==> config.mk <==
export PLATFORM = sky130hd
export DESIGN_NAME = hilo_divider_ctrl_flat
export DESIGN_NICKNAME = d
export VERILOG_FILES = /design/src/rtl/hilo_divider_ctrl_if.sv /design/src/rtl/hilo_divider_ctrl.sv /design/src/flat_wrapper.sv
export SDC_FILE = /design/constraint.sdc
export NUM_CORES = 1
export LEC_CHECK = 0
export CELL_PAD_IN_SITES_DETAIL_PLACEMENT = 1
export CELL_PAD_IN_SITES_GLOBAL_PLACEMENT = 2
export CORE_MARGIN = 4
export CORE_UTILIZATION = 30
export CTS_CLUSTER_SIZE = 25
export DETAILED_ROUTE_END_ITERATION = 8
export PLACE_DENSITY = 0.77
export SYNTH_ARGS = -nofsm -noshare
export SYNTH_HDL_FRONTEND = slang
export SYNTH_SLANG_ARGS = --single-unit
==> constraint.sdc <==
create_clock -name clock -period 3 [get_ports clock]
set_clock_uncertainty 0.1 [all_clocks]
set_input_delay 0.75 -clock clock [delete_from_list [all_inputs] [get_ports clock]]
set_output_delay 0.75 -clock clock [all_outputs]
set_load 0.02 [all_outputs]
==> src/rtl/hilo_divider_ctrl_if.sv <==
// Issue/HI-LO access bundle between the control unit and the divider/HI-LO owner.
// master = control unit side, slave = divider side.
interface hilo_divider_ctrl_if #(
    parameter int WIDTH = 32
);
    logic             start;
    logic             is_signed;
    logic [WIDTH-1:0] dividend;
    logic [WIDTH-1:0] divisor;
    logic             mf_req;
    logic             mt_we;
    logic             hilo_sel;
    logic [WIDTH-1:0] mt_data;
    logic             flush;
    logic             busy;
    logic             done;
    logic             stall;
    logic [WIDTH-1:0] mf_data;
    logic [WIDTH-1:0] hi;
    logic [WIDTH-1:0] lo;
    logic             div_by_zero;

    modport master (
        output start, is_signed, dividend, divisor, mf_req, mt_we, hilo_sel, mt_data, flush,
        input  busy, done, stall, mf_data, hi, lo, div_by_zero
    );

    modport slave (
        input  start, is_signed, dividend, divisor, mf_req, mt_we, hilo_sel, mt_data, flush,
        output busy, done, stall, mf_data, hi, lo, div_by_zero
    );
endinterface

==> src/rtl/hilo_divider_ctrl.sv <==
// Multi-cycle restoring DIV/DIVU sequencer that owns HI/LO and stalls dependent
// HI/LO accesses (or a second divide) until the running divide has retired.
module hilo_divider_ctrl #(
    parameter int WIDTH = 32
) (
    input  logic              clock,
    input  logic              reset,
    hilo_divider_ctrl_if.slave bus
);
    localparam int CW = $clog2(WIDTH + 1);

    typedef enum logic [1:0] {IDLE, CALC, FIXUP, DONE} state_t;

    state_t           state, state_nx;
    logic [CW-1:0]    count;
    logic [WIDTH:0]   rem;
    logic [WIDTH-1:0] quo;       // dividend shifts out of the top while quotient bits enter at the bottom
    logic [WIDTH-1:0] dvs_mag;
    logic [WIDTH-1:0] dvd_raw;
    logic [WIDTH-1:0] hi_r, lo_r;
    logic             dvd_neg, dvs_neg, dbz;
    logic             accept, busy;
    logic [WIDTH:0]   rem_sh;
    logic             rem_ge;
    logic [WIDTH-1:0] q_fix, r_fix;

    assign rem_sh = {rem[WIDTH-1:0], quo[WIDTH-1]};
    assign rem_ge = (rem_sh >= {1'b0, dvs_mag});
    assign q_fix  = (dvd_neg ^ dvs_neg) ? -quo : quo;
    assign r_fix  = dvd_neg ? -rem[WIDTH-1:0] : rem[WIDTH-1:0];

    always_ff @(posedge clock or negedge reset) begin
        if (!reset) state <= IDLE;
        else        state <= state_nx;
    end

    always_comb begin
        state_nx = state;
        busy     = 1'b0;
        accept   = 1'b0;
        case (state)
            IDLE, DONE: begin
                accept   = bus.start & ~bus.flush;
                state_nx = IDLE;
                if (accept) state_nx = (bus.divisor == '0) ? FIXUP : CALC;
            end
            CALC: begin
                busy = 1'b1;
                if (bus.flush)                 state_nx = IDLE;
                else if (count == CW'(1))      state_nx = FIXUP;
            end
            FIXUP: begin
                busy     = 1'b1;
                state_nx = bus.flush ? IDLE : DONE;
            end
            default: state_nx = IDLE;
        endcase
    end

    always_ff @(posedge clock or negedge reset) begin
        if (!reset) begin
            count   <= '0;
            rem     <= '0;
            quo     <= '0;
            dvs_mag <= '0;
            dvd_raw <= '0;
            dvd_neg <= 1'b0;
            dvs_neg <= 1'b0;
            dbz     <= 1'b0;
        end else if (accept) begin
            dvd_neg <= bus.is_signed & bus.dividend[WIDTH-1];
            dvs_neg <= bus.is_signed & bus.divisor[WIDTH-1];
            quo     <= (bus.is_signed & bus.dividend[WIDTH-1]) ? -bus.dividend : bus.dividend;
            dvs_mag <= (bus.is_signed & bus.divisor[WIDTH-1])  ? -bus.divisor  : bus.divisor;
            dvd_raw <= bus.dividend;
            rem     <= '0;
            count   <= CW'(WIDTH);
            dbz     <= (bus.divisor == '0);
        end else if (state == CALC) begin
            rem   <= rem_ge ? (rem_sh - {1'b0, dvs_mag}) : rem_sh;
            quo   <= {quo[WIDTH-2:0], rem_ge};
            count <= count - CW'(1);
        end
    end

    // A flushed FIXUP must leave HI/LO untouched; MT writes only land while not busy.
    always_ff @(posedge clock or negedge reset) begin
        if (!reset) begin
            hi_r <= '0;
            lo_r <= '0;
        end else if (state == FIXUP && !bus.flush) begin
            lo_r <= dbz ? '1 : q_fix;
            hi_r <= dbz ? dvd_raw : r_fix;
        end else if (bus.mt_we && !busy) begin
            if (bus.hilo_sel) hi_r <= bus.mt_data;
            else              lo_r <= bus.mt_data;
        end
    end

    assign bus.busy        = busy;
    assign bus.done        = (state == DONE);
    assign bus.stall       = busy & (bus.mf_req | bus.mt_we | bus.start);
    assign bus.mf_data     = bus.hilo_sel ? hi_r : lo_r;
    assign bus.hi          = hi_r;
    assign bus.lo          = lo_r;
    assign bus.div_by_zero = dbz;
endmodule

==> src/flat_wrapper.sv <==
// flat-port wrapper written by rule: the top's interface ports become plain ports
module hilo_divider_ctrl_flat 
#(
    parameter int WIDTH = 32
)
  (clock, reset, bus_start, bus_is_signed, bus_dividend, bus_divisor, bus_mf_req, bus_mt_we, bus_hilo_sel, bus_mt_data, bus_flush, bus_busy, bus_done, bus_stall, bus_mf_data, bus_hi, bus_lo, bus_div_by_zero);
  hilo_divider_ctrl_if #(.WIDTH(WIDTH)) bus_i ();
  input  logic clock;
  input  logic reset;
  input wire logic [$bits(bus_i.start)-1:0] bus_start;
  input wire logic [$bits(bus_i.is_signed)-1:0] bus_is_signed;
  input wire logic [$bits(bus_i.dividend)-1:0] bus_dividend;
  input wire logic [$bits(bus_i.divisor)-1:0] bus_divisor;
  input wire logic [$bits(bus_i.mf_req)-1:0] bus_mf_req;
  input wire logic [$bits(bus_i.mt_we)-1:0] bus_mt_we;
  input wire logic [$bits(bus_i.hilo_sel)-1:0] bus_hilo_sel;
  input wire logic [$bits(bus_i.mt_data)-1:0] bus_mt_data;
  input wire logic [$bits(bus_i.flush)-1:0] bus_flush;
  output wire logic [$bits(bus_i.busy)-1:0] bus_busy;
  output wire logic [$bits(bus_i.done)-1:0] bus_done;
  output wire logic [$bits(bus_i.stall)-1:0] bus_stall;
  output wire logic [$bits(bus_i.mf_data)-1:0] bus_mf_data;
  output wire logic [$bits(bus_i.hi)-1:0] bus_hi;
  output wire logic [$bits(bus_i.lo)-1:0] bus_lo;
  output wire logic [$bits(bus_i.div_by_zero)-1:0] bus_div_by_zero;
  assign bus_i.start = bus_start;
  assign bus_i.is_signed = bus_is_signed;
  assign bus_i.dividend = bus_dividend;
  assign bus_i.divisor = bus_divisor;
  assign bus_i.mf_req = bus_mf_req;
  assign bus_i.mt_we = bus_mt_we;
  assign bus_i.hilo_sel = bus_hilo_sel;
  assign bus_i.mt_data = bus_mt_data;
  assign bus_i.flush = bus_flush;
  assign bus_busy = bus_i.busy;
  assign bus_done = bus_i.done;
  assign bus_stall = bus_i.stall;
  assign bus_mf_data = bus_i.mf_data;
  assign bus_hi = bus_i.hi;
  assign bus_lo = bus_i.lo;
  assign bus_div_by_zero = bus_i.div_by_zero;
  hilo_divider_ctrl #(.WIDTH(WIDTH)) u_core (.clock(clock), .reset(reset), .bus(bus_i));
endmodule
==> flow_metrics.tcl <==
set metrics [dict create \
    final_net_count 2194 \
    outcome "finished, violations left" \
    core_mm2 0.0455 \
    crit_family "compound AO/OA/AOI/OAI gates" \
    finalCriticalPeriod_ns 3.01 \
    tightest_slew_ns 0.704 \
    wl_per_cell_um 19.0 \
    numCtsBuffers 26 \
    worstSetupEndpointType "flip-flop" \
    ant_nets 0 \
    drc_errors 0 \
    fin_ws_ns -0.00856 \
    setup-tns-final_ns -0.0161 \
    rsz0062_at_grt "yes" \
    clock_path_buffers 3 \
    seq_area_frac_synth 0.367 \
    finalPower_mw 26.5 \
    failed_checks "setup timing" \
    synth_cell_types 74 \
    pin_count 204 \
    post-route-period-util 1.00 \
    worstPathCellList "inv_2 > ha_4 > inv_2 > fa_2 > a21o_1 > a221oi_2 > buf_4 > a21oi_4 > o21a_1 > o21ai_2 > buf_4 > a21oi_2 > xor2_1 > mux2i_1 > a21oi_1" \
    drv_cap 0 \
    critPathBufInv 4 \
    clock_sinks 203 \
    worst_path_largest_cell_delay_ns 0.41 \
    syn-cell-area_mm2 0.0138 \
    initial_utilization 0.304 \
    path_class "reg -> reg" \
    hp-class "in -> async" \
    relSlewSlack 0.531 \
    grt_pass1_wl_mm 79.2 \
    critPathSlowestCell "fa_2" \
    utilization 0.441 \
    fill_cells 5338 \
    vias 13500 \
    first_pass_iters 4 \
    rows 78 \
    grt_util_all_layers 0.194 \
    peakVddDrop_v 0.000565 \
    syn_inst 1660 \
    grt_max_degree 78 \
    finalMaxSlewViolations 0 \
    final_cell_mix "nand2_1, buf_4, clkdlybuf4s50_1" \
    path_clk_slew_ns 0.06 \
    insertion_delay_ns 0.54 \
    p_leak_nw 8.65 \
    cts_tree "done" \
    p_per_area_mw_per_mm2 1320 \
    setup_viol 3 \
    die_area_mm2 0.0496 \
    synth.net_count 1806 \
    overflow 0 \
    die_width_um 223 \
    dp_hpwl_mm 38.7 \
    syn_to_final_growth_pct 45.1 \
    worstPathRequired_ns 3.31 \
    numPortBuffers 203 \
    synth_seq_cells 203 \
    grt_pass1_vias 14100 \
    dp_cells 2591 \
    wl_mm 50.8 \
    drt_iter0_drc 744 \
    h-tree-depth 1 \
    viasPerCell 5.07 \
    ys.flop_type "dfrtp_1" \
    die_height_um 223 \
    fmaxAchievable_mhz 332 \
    yosysWarnings 0 \
    syn-mean-instance-area_um2 8.33 \
    drive_gt1_frac 0.221 \
    cts-root-buf "clkbuf_16" \
    dpl_worst_slack_ns -0.597 \
    arrival_ns 3.32 \
    antenna_found_initial 4 \
    finalHoldViolCount 0 \
    gp_congestion 0.859 \
    final_common_cell "nand2_1" \
    final_cells 2668 \
    start_kind "flip-flop" \
    synth_enable_flop_cells 0 \
    async_reset_ff_frac 1.00 \
    cp_max_fo 3 \
]
==> cells by family (layout without fill, tap and decap cells) <==
kind of cell    after synthesis  count (layout)  share of synthesized area
xor+xnor                    150             150                     0.0950
buf+inv                     159             566                     0.0443
simple gates                553             553                      0.181
fa+ha+maj                    42              42                     0.0385
mux                          98              98                     0.0739
compound gates              455             455                      0.200
other cells                   0               1                          0
flops                       203             203                      0.367
==> worst paths after layout <==
kind	from	endpoint	slack [ns]	cells after the start
worst max-delay path	u_core.quo[31]	u_core.rem[26]	-0.009	15
worst max register to register	u_core.quo[31]	u_core.rem[26]	-0.009	15
worst min register to register	u_core.dvs_mag[15]	u_core.dvs_mag[15]	0.38	2
min in group clock	u_core.dvs_mag[15]	u_core.dvs_mag[15]	0.38	2
max in group asynchronous	reset	u_core.bus.hi[8]	2.01	2
worst min-delay path	reset	u_core.bus.lo[25]	0.10	1
==> timing repair <==
item / 4_1_cts / 5_1_grt
hold buffers: 0 / 0
setup endpoints to repair: 44 / 57
pin swaps: 23 / 53
resized for setup: 61 / 76
gates cloned: 2 / 1
setup buffers: 17 / 12
==> worst register-to-register path, delay by kind of cell, from the launching register on <==
family                     cells  cell delay [ns]
AOI/OAI and AO/OA              7             1.07
xor gates and xnor gates       1             0.15
adders and majority gates      2             0.57
buffers and inverters          4             0.47
DFF                            1             0.40
muxes                          1             0.13
==> registers in the layout, indices dropped and copies added, names as in the netlist <==
register,cells
u_core.dvs_neg,1
u_core.rem,32
u_core.state,2
u_core.bus.hi,32
u_core.dvs_mag,32
u_core.dvd_neg,1
u_core.bus.div_by_zero,1
u_core.bus.lo,32
u_core.count,6
u_core.quo,32
u_core.dvd_raw,32
==> metal layers <==
metal	global-route usage	vias to the layer above	routed length, um
met2	0.335	245	24500
met5	0	-	23
met3	0.0255	57	1950
li1	-	6589	-
met1	0.261	6622	23400
met4	0.0430	4	995
==> cell usage after synthesis, types with 12 or more instances <==
master,n,area [um2]
nand2_1,305,1140
dfrtp_1,203,5080
a21oi_1,137,686
o21ai_0,126,631
nor2_1,120,450
xnor2_1,83,727
clkbuf_1,80,300
xor2_1,67,587
mux2i_1,65,651
inv_1,63,236
ha_1,41,513
o21ai_1,33,165
mux2_2,32,360
a32oi_1,30,263
a31oi_1,19,119
nand3_1,18,90.1
nor3_1,18,90.1
o31ai_1,18,135
a21o_1,16,120
nor4_1,12,75.1
==> per-stage QoR <==
| stage | hold WS, ns | area [um2] |
|---|---|---|
| after detailed placement | 0.367 | 18100 |
| after global routing | 0.125 | 20100 |
| after CTS | 0.108 | 19500 |
| after floorplan | 0.341 | 13800 |
| after global placement | 0.357 | 18100 |
| final | 0.103 | 20100 |
==> where the power goes <==
group	total (mW)	internal [mW]	switching (mW)	leakage, nW
sequential	5.41	4.10	1.30	2.49
combinational	17.7	8.45	9.28	5.71
clock	3.39	2.12	1.27	0.461
total	26.5	14.7	11.8	8.65
==> final cells by class <==
class,instances,area [um2],area share
tap,600,751,0.0374
clock inverter,10,150,0.00748
inverter,63,236,0.0118
clock buffer,37,773,0.0385
sequential,203,5090,0.254
timing repair buffer,456,4230,0.211
multi-input combinational,1298,8840,0.440
antenna,1,2.50,0.000125
No activity file was read; power rests on OpenSTA's default activity.
